File: src/rtl/watch_pkg.sv
// Shared constants and types for the watch time-of-day core.
package watch_pkg;

   localparam int TW = 8;

   localparam logic [1:0] MODE_RUN      = 2'd0;
   localparam logic [1:0] MODE_SET_HOUR = 2'd1;
   localparam logic [1:0] MODE_SET_MIN  = 2'd2;

   localparam logic [TW-1:0] SEC_MAX  = 8'd59;
   localparam logic [TW-1:0] MIN_MAX  = 8'd59;
   localparam logic [TW-1:0] HOUR_MAX = 8'd23;

   typedef enum logic [1:0] {
      ST_RUN      = MODE_RUN,
      ST_SET_HOUR = MODE_SET_HOUR,
      ST_SET_MIN  = MODE_SET_MIN,
      ST_BAD      = 2'd3
   } mode_e;

endpackage

File: src/rtl/watch_mod_counter.sv
// 8-bit modulo-(MAX+1) counter; carry flags the enabled step that wraps.
module watch_mod_counter
   import watch_pkg::*;
#(
   parameter logic [TW-1:0] MAX = 8'd59
) (
   input  logic          clk,
   input  logic          rst,
   input  logic          en,
   output logic [TW-1:0] value,
   output logic          carry
);

   logic [TW-1:0] r_value;

   // Anything at or above MAX (including corrupted values) wraps to 0.
   always_ff @(posedge clk) begin
      if (rst)
         r_value <= '0;
      else if (en)
         r_value <= (r_value >= MAX) ? '0 : r_value + 1'b1;
   end

   assign value = r_value;
   assign carry = en && (r_value == MAX);

endmodule

File: src/rtl/watch_time_counter.sv
// Time-of-day core: 1 Hz prescaler, sec/min/hour cascade and set-mode FSM.
module watch_time_counter
   import watch_pkg::*;
#(
   parameter  int TICKS_PER_SEC = 100000000,
   localparam int PW            = $clog2(TICKS_PER_SEC)
) (
   input  logic          clk,
   input  logic          rst,
   input  logic          mode_pulse,
   input  logic          inc_pulse,
   output logic [TW-1:0] sec,
   output logic [TW-1:0] min,
   output logic [TW-1:0] hour,
   output logic [1:0]    mode,
   output logic          sec_tick,
   output logic          day_tick
);

   localparam logic [PW-1:0] LP_LAST = PW'(TICKS_PER_SEC - 1);

   mode_e         r_state;
   mode_e         w_state_next;
   logic [PW-1:0] r_presc;
   logic          r_sec_tick;
   logic          r_day_tick;

   logic w_run, w_tick, w_inc, w_sec_rst;
   logic w_min_en, w_hour_en;
   logic w_sec_carry, w_min_carry, w_hour_carry;

   always_ff @(posedge clk) begin
      if (rst)
         r_state <= ST_RUN;
      else
         r_state <= w_state_next;
   end

   always_comb begin
      w_state_next = r_state;
      case (r_state)
         ST_RUN:      if (mode_pulse) w_state_next = ST_SET_HOUR;
         ST_SET_HOUR: if (mode_pulse) w_state_next = ST_SET_MIN;
         ST_SET_MIN:  if (mode_pulse) w_state_next = ST_RUN;
         default:     w_state_next = ST_RUN;
      endcase
   end

   assign w_run  = (r_state == ST_RUN);
   assign w_tick = w_run && (r_presc == LP_LAST);
   // A mode change in the same cycle swallows the increment.
   assign w_inc  = inc_pulse && !mode_pulse;

   // Leaving SET_MIN restarts the second so the first tick is a full period away.
   assign w_sec_rst = rst || ((r_state == ST_SET_MIN) && mode_pulse);
   assign w_min_en  = (w_run && w_sec_carry) || ((r_state == ST_SET_MIN) && w_inc);
   assign w_hour_en = (w_run && w_min_carry) || ((r_state == ST_SET_HOUR) && w_inc);

   always_ff @(posedge clk) begin
      if (rst || !w_run)
         r_presc <= '0;
      else if (w_tick)
         r_presc <= '0;
      else
         r_presc <= r_presc + 1'b1;
   end

   always_ff @(posedge clk) begin
      if (rst) begin
         r_sec_tick <= 1'b0;
         r_day_tick <= 1'b0;
      end else begin
         r_sec_tick <= w_tick;
         r_day_tick <= w_run && w_hour_carry;
      end
   end

   watch_mod_counter #(.MAX(SEC_MAX)) u_sec (
      .clk   (clk),
      .rst   (w_sec_rst),
      .en    (w_tick),
      .value (sec),
      .carry (w_sec_carry)
   );

   watch_mod_counter #(.MAX(MIN_MAX)) u_min (
      .clk   (clk),
      .rst   (rst),
      .en    (w_min_en),
      .value (min),
      .carry (w_min_carry)
   );

   watch_mod_counter #(.MAX(HOUR_MAX)) u_hour (
      .clk   (clk),
      .rst   (rst),
      .en    (w_hour_en),
      .value (hour),
      .carry (w_hour_carry)
   );

   assign mode     = r_state;
   assign sec_tick = r_sec_tick;
   assign day_tick = r_day_tick;

endmodule

File: config.mk
export PLATFORM = sky130hd
export DESIGN_NAME = watch_time_counter
export DESIGN_NICKNAME = d
export VERILOG_FILES = /design/src/rtl/watch_pkg.sv /design/src/rtl/watch_mod_counter.sv /design/src/rtl/watch_time_counter.sv
export SDC_FILE = /design/constraint.sdc
export NUM_CORES = 1
export LEC_CHECK = 0
export CAP_MARGIN = 40
export CORE_ASPECT_RATIO = 2
export CORE_MARGIN = 8
export CORE_UTILIZATION = 40
export DETAILED_ROUTE_END_ITERATION = 12
export PLACE_DENSITY_LB_ADDON = 0.25
export SLEW_MARGIN = 40
export SYNTH_ARGS = -nofsm -noshare
export SYNTH_HDL_FRONTEND = slang
export SYNTH_HIERARCHICAL = 1
export SYNTH_SLANG_ARGS = --single-unit
File: constraint.sdc
create_clock -name clk -period 7.3 [get_ports clk]
set_clock_uncertainty 0.1 [all_clocks]
set_input_delay 0.73 -clock clk [delete_from_list [all_inputs] [get_ports clk]]
set_output_delay 0.73 -clock clk [all_outputs]
set_load 0.02 [all_outputs]
# Yosys cells after proc, flatten, opt, wreduce, memory -nomap -nowiden
# Cells that the tools add are included.
# word_totals
inputBits,4
elab_cells,50
ff_bits,55
# op_classes
n_reduce_logical,20
eq_ne,9
addsub,4
mux,7
n_lt_le_gt_ge,3
# ops
op,n
"27-bit by 1-bit adder with 27-bit output, second input constant",1
"27-bit equality test, second input constant",1
"8-bit by 1-bit adder with 8-bit output, second input constant",3
8-bit two-way mux,3
"8-bit by 6-bit equality test with 1-bit output, second input constant",2
"8-bit by 6-bit greater-or-equal comparator with 1-bit output, second input constant",2
1-bit logical AND,11
"8-bit by 5-bit equality test with 1-bit output, second input constant",1
"8-bit by 5-bit greater-or-equal comparator with 1-bit output, second input constant",1
2-bit two-way mux,3
"2-bit inequality test, second input constant",3
2-bit case mux with 3 select lines,1
1-bit logical OR,4
3-bit AND reduction,1
"2-bit by 1-bit equality test with 1-bit output, second input constant",1
"2-bit equality test, second input constant",1
1-bit zero test,2
2-bit zero test,1
2-bit OR reduction,1

# Logic depth before layout (Yosys ltp)
# depth
word_depth,10
depth_mapped,20
ltp_nobuf,16

# Hierarchy
# The synthesis kept the hierarchy.
# modules_own_cells
mod,area_each_um2,n_inst,cells_each,seq_area_each_um2
watch_time_counter,1510.2,1,173,620.6
watch_mod_counter at u_min ...,430.4,2,48,160.2
watch_mod_counter at u_hour,379.1,1,42,160.2

# Least setup slack after synthesis
# OpenSTA, ideal clock, no wires.
# synth_path
path_type,reg-to-reg
start,"register r_state[1], in the netlist mode[1]"
end,"register u_hour.r_value[0], in the netlist u_hour/value[0]"
path_slack_ns,3.650
n_path_buf,5
synth_period_minus_slack_ns,3.650
t_arrival_ns,3.410
setup_time_ns,0.139
path_stages_with_launch,20
t_required_ns,7.061
path_cell_list,dfxtp_1 -> clkbuf_1 -> nor4b_1 -> nand4_1 -> nor3_1 -> buf_2 -> buf_4 -> nand4b_1 -> nor2_1 -> mux2i_1 -> nor2_1 -> buf_4 -> nand4b_1 -> nor2_1 -> mux2i_1 -> nor2_1 -> buf_6 -> nand2_1 -> o221ai_1 -> nor2_1
# synth_via
elab_chain_cells,8
elab_cells_between_ends,12
classes_between,eq/ne: 2; reduce/logical: 10
# synth_rtl
element,line,text
start: declaration,watch_time_counter.sv:22,mode_e r_state;
start signal: assignment,watch_time_counter.sv:36,r_state <= w_state_next;
2-bit zero test,watch_time_counter.sv:49,assign w_run = (r_state == ST_RUN);
1-bit logical AND,watch_time_counter.sv:50,assign w_tick = w_run && (r_presc == LP_LAST);
net w_tick,watch_time_counter.sv:28,"logic w_run, w_tick, w_inc, w_sec_rst;"
1-bit logical AND,watch_mod_counter.sv:25,assign carry = en && (r_value == MAX);
net w_sec_carry,watch_time_counter.sv:30,"logic w_sec_carry, w_min_carry, w_hour_carry;"
1-bit logical AND,watch_time_counter.sv:56,assign w_min_en = (w_run && w_sec_carry) || ((r_state == ST_SET_MIN) && w_inc);
1-bit logical OR,watch_time_counter.sv:56,
net w_min_en,watch_time_counter.sv:29,"logic w_min_en, w_hour_en;"
1-bit logical AND,watch_mod_counter.sv:25,
net w_min_carry,watch_time_counter.sv:30,
1-bit logical AND,watch_time_counter.sv:57,assign w_hour_en = (w_run && w_min_carry) || ((r_state == ST_SET_HOUR) && w_inc);
1-bit logical OR,watch_time_counter.sv:57,
net w_hour_en,watch_time_counter.sv:29,
end signal: assignment,watch_mod_counter.sv:21,r_value <= (r_value >= MAX) ? '0 : r_value + 1'b1;
end: declaration,watch_mod_counter.sv:14,logic [TW-1:0] r_value;
# The timed path passes the listed nets, and every way through them passes these cells.
# A chain may end at the register's enable or synchronous reset.

# Worst setup path after layout
# layout_path
start,register r_presc[0]
end,"register u_hour.r_value[3], in the netlist u_hour/value[3]"
# layout_via
elab_chain_cells,8
# layout_rtl
element,line,text
start: declaration,watch_time_counter.sv:24,logic [PW-1:0] r_presc;
start signal: assignment,watch_time_counter.sv:65,r_presc <= r_presc + 1'b1;
27-bit equality test,watch_time_counter.sv:50,
1-bit logical AND,watch_time_counter.sv:50,
1-bit logical AND,watch_mod_counter.sv:25,
net w_sec_carry,watch_time_counter.sv:30,
1-bit logical AND,watch_time_counter.sv:56,
1-bit logical OR,watch_time_counter.sv:56,
net w_min_en,watch_time_counter.sv:29,
1-bit logical AND,watch_mod_counter.sv:25,
net w_min_carry,watch_time_counter.sv:30,
1-bit logical AND,watch_time_counter.sv:57,
1-bit logical OR,watch_time_counter.sv:57,
net w_hour_en,watch_time_counter.sv:29,
# The timed path passes the listed nets, and every way through them passes these cells.

==> flow_summary_export.csv <==
group,metric,value,unit
finish,num-nets-final,341,
synthesis,synth_seq_cells,55,
critical_path,arrival,4.28,ns
synthesis,ys_seq_area_share,40.0,%
synthesis,synth_edf_count,0,
grt,grt-ovfl-total,0,
sta,drv_slew,0,
synthesis,synth_warnings,6,
pwr,swShare,22.4,%
critical_path,timing_worst_setup_path_type,"register to register",
placed_design,dp.cells,416,
die,pin_count,32,
synthesis,syn_inst,311,
grt,grt_pass1_vias,2337,
clock_network,cts_buffers,5,
sta,worst_slew_pin_slew,0.711,ns
run,cap_violations,0,
clock_network,clk_path_buf_depth,2,
clock_network,htreeDepth,2,
critical_path,crit_fanout,31,
finish,fin_util,47.7,%
critical_path,start_kind,"register",
grt,grt_pass1_wl,10800,µm
pwr,clkPwrFrac,41.1,%
pwr,seqPwrFrac,52.5,%
die,rows,43,
drt,ant_nets,0,
clock_network,postCtsSetupBuffers,0,
finish,multi_input_area,0.00151,mm²
critical_path,required,7.35,ns
synthesis,syn_avg_cell_area,8.84,µm²
critical_path,r2r_slack,3.07,ns
clock_network,clk_pin_slew_worst_paths,0.07,ns
die,die_height,133,µm
placed_design,io_buffer_count,31,
grt,grt_max_degree,32,
pwr,irDropWorstVdd,0.125,mV
sta,fin_crit_sh,58.0,%
drt,wire_per_inst,14.8,µm
pwr,p_comb_share,6.5,%
finish,fin_cells,424,
drt,wl,6270,µm
drt,drc,0,
clock_network,root_buffer,"clkbuf_16",
pwr,powerDensity,188,mW/mm²
pwr,internal_power,470,µW
synthesis,yosysTopAreaCell,"dfxtp_1",
clock_network,clk_latency,0.29,ns
sta,holdWs,0.392,ns
synthesis,syn_area,0.00275,mm²
finish,final-seq-area,0.00110,mm²
min_path,hold_path.class,"register to register",
finish,drive_above_1_share,8.38,%
clock_network,cts_resized,0,
die,start_util,40.6,%
sta,fin_crit,4.23,ns
clock_network,hold_buffers,0,
critical_path,end_kind,"register",
die,die_area,0.00995,mm²
pwr,p_switching,136,µW
sta,timing.fmax,236,MHz
clock_network,cts_tree,"yes",
drt,viasPerCell,5.82,
grt,track_usage,13.3,%
sta,setup_violations,0,
placed_design,gp_congestion,0.838,
outcome,status,"finished, final reports clean",
placed_design,place_hpwl,4430,µm
finish,nFillCells,680,
sta,rsz0062_at_grt,"false",
sta,relSlewSlack,52.6,%
drt,drt_iter0_markers,167,
grt,antenna_found_initial,0,
finish,diodes,0,
synthesis,synth_flop_cell,"dfxtp_1",
finish,area_growth,17.5,%
synthesis,yosys-top-cells-area,"dfxtp_1 40%, a211oi_1 3.5%, nand4_1 3.4%, xnor2_1 3.2%, nand3_1 3.1%",
synthesis,synth_cell_types,50,
die,die_w,74.6,µm
drt,first_pass_iters,4,
pwr,p_leak,0.000941,µW
sta,hold_violations,0,
clock_network,cts.sinks,55,
synthesis,async_flop_share,0,%
sta,setup_tns,0,ns
synthesis,synth_top_area_share,40.0,%
synthesis,syn_nets,319,
die,core,0.00678,mm²
drt,via_count,2468,
[cells in the mapped netlist, types with 3 or more instances]
cell type	number
dfxtp_1	55
nand2_1	22
nand3_1	17
nor3_1	17
nor2_1	16
nand4_1	15
o21ai_0	14
a211oi_1	13
a21oi_1	10
or3_1	10
xnor2_1	10
inv_1	7
nand4b_1	7
a31oi_1	6
clkbuf_1	6
and3_1	5
nor3b_1	5
nor4_1	5
xor2_1	5
buf_4	4
buf_6	4
ha_1	4
nor4b_1	4
o2111ai_1	4
and3_2	3
and4_1	3
mux2i_1	3
nand3_2	3
o31ai_1	3
or3_2	3
or4_1	3
[routing by layer]
| metal | global-route usage [%] | vias up | part of all wire, % |
|---|---|---|---|
| li1 | - | 1224 | - |
| met1 | 16.0 | 1186 | 42 |
| met2 | 21.6 | 50 | 51 |
| met3 | 2.79 | 8 | 5.2 |
| met4 | 6.04 | 0 | 1.6 |
| met5 | 0 | - | 0 |
[logic make-up after synthesis]
group	count (synthesis)	share of synthesized area, %
compound gates	57	13.6
xor+xnor	15	4.78
fa+ha+maj	4	1.82
buf+inv	26	5.32
flops	55	40.0
mux	3	1.09
simple gates	151	33.4
[metrics by stage]
step | total power [µW] | instance area [µm²] | setup slack, ns
after detailed placement | 365 | 3070 | 3.07
after global placement | 363 | 3070 | 3.29
after floorplan | 351 | 2750 | 3.65
after CTS | 616 | 3230 | 3.07
after global routing | 633 | 3230 | 2.53
final | 606 | 3230 | 3.07
[worst max-delay path: stages, from the launching register on]
cell and delay, ns:
dfxtp_1 0.37, ha_1 0.23, and3_1 0.25, nand3_1 0.16, nor3_2 0.21, buf_4 0.34, nand4b_1 0.16, nor2_1 0.12
mux2i_1 0.07, nor2_1 0.38, nand4b_1 0.18, nor2_1 0.12, mux2i_1 0.07, nor2_1 0.45, inv_1 0.13, o221ai_1 0.60
nor2_1 0.13
[final cells by class]
class	instances	share of cell area, %
timing repair buffer	32	9.84
clock buffer	8	4.84
tap	90	3.49
sequential	55	34.1
inverter	9	1.05
multi-input combinational	230	46.7
[path summary, 6_finish.rpt]
| path | to | cells after the start | from |
|---|---|---|---|
| max | u_hour/value[3] | 16 | r_presc[0] |
| max reg2reg | u_hour/value[3] | 16 | r_presc[0] |
| min reg2reg | r_presc[0] | 1 | r_presc[0] |
| min | r_presc[0] | 1 | r_presc[0] |
[power groups by stage]
stage / combinational (µW) / clock [µW] / sequential, µW
floorplan: 25.8 / 0 / 325
global placement: 38.6 / 0 / 325
detailed placement: 39.8 / 0 / 325
CTS: 39.8 / 258 / 318
global route: 43.4 / 270 / 319
finish: 39.1 / 249 / 318
[cell usage in the layout, fill, tap and decap left out, drive strengths merged, types with 5 or more instances in the layout]
cell type      netlist  routed
a31oi                6       6
a211oi              13      13
clkbuf               7       8
nand3               21      21
dfxtp               55      55
nand4b               7       7
nand4               16      16
xor2                 5       5
clkdlybuf4s50        0      31
xnor2               10      10
nand2               22      22
or3                 13      13
nor2                18      18
a21oi               11      11
nor3b                5       5
and3                 8       8
inv                  9       9
nor4                 5       5
nor3                17      17
o21ai               14      14
[flip-flops by register name (all words and copies together), names as in the netlist]
| register | flops |
|---|---|
| day_tick | 1 |
| mode | 2 |
| r_presc | 27 |
| sec_tick | 1 |
| u_hour/value | 8 |
| u_min/value | 8 |
| u_sec/value | 8 |
(Power assumes the default switching activity.)
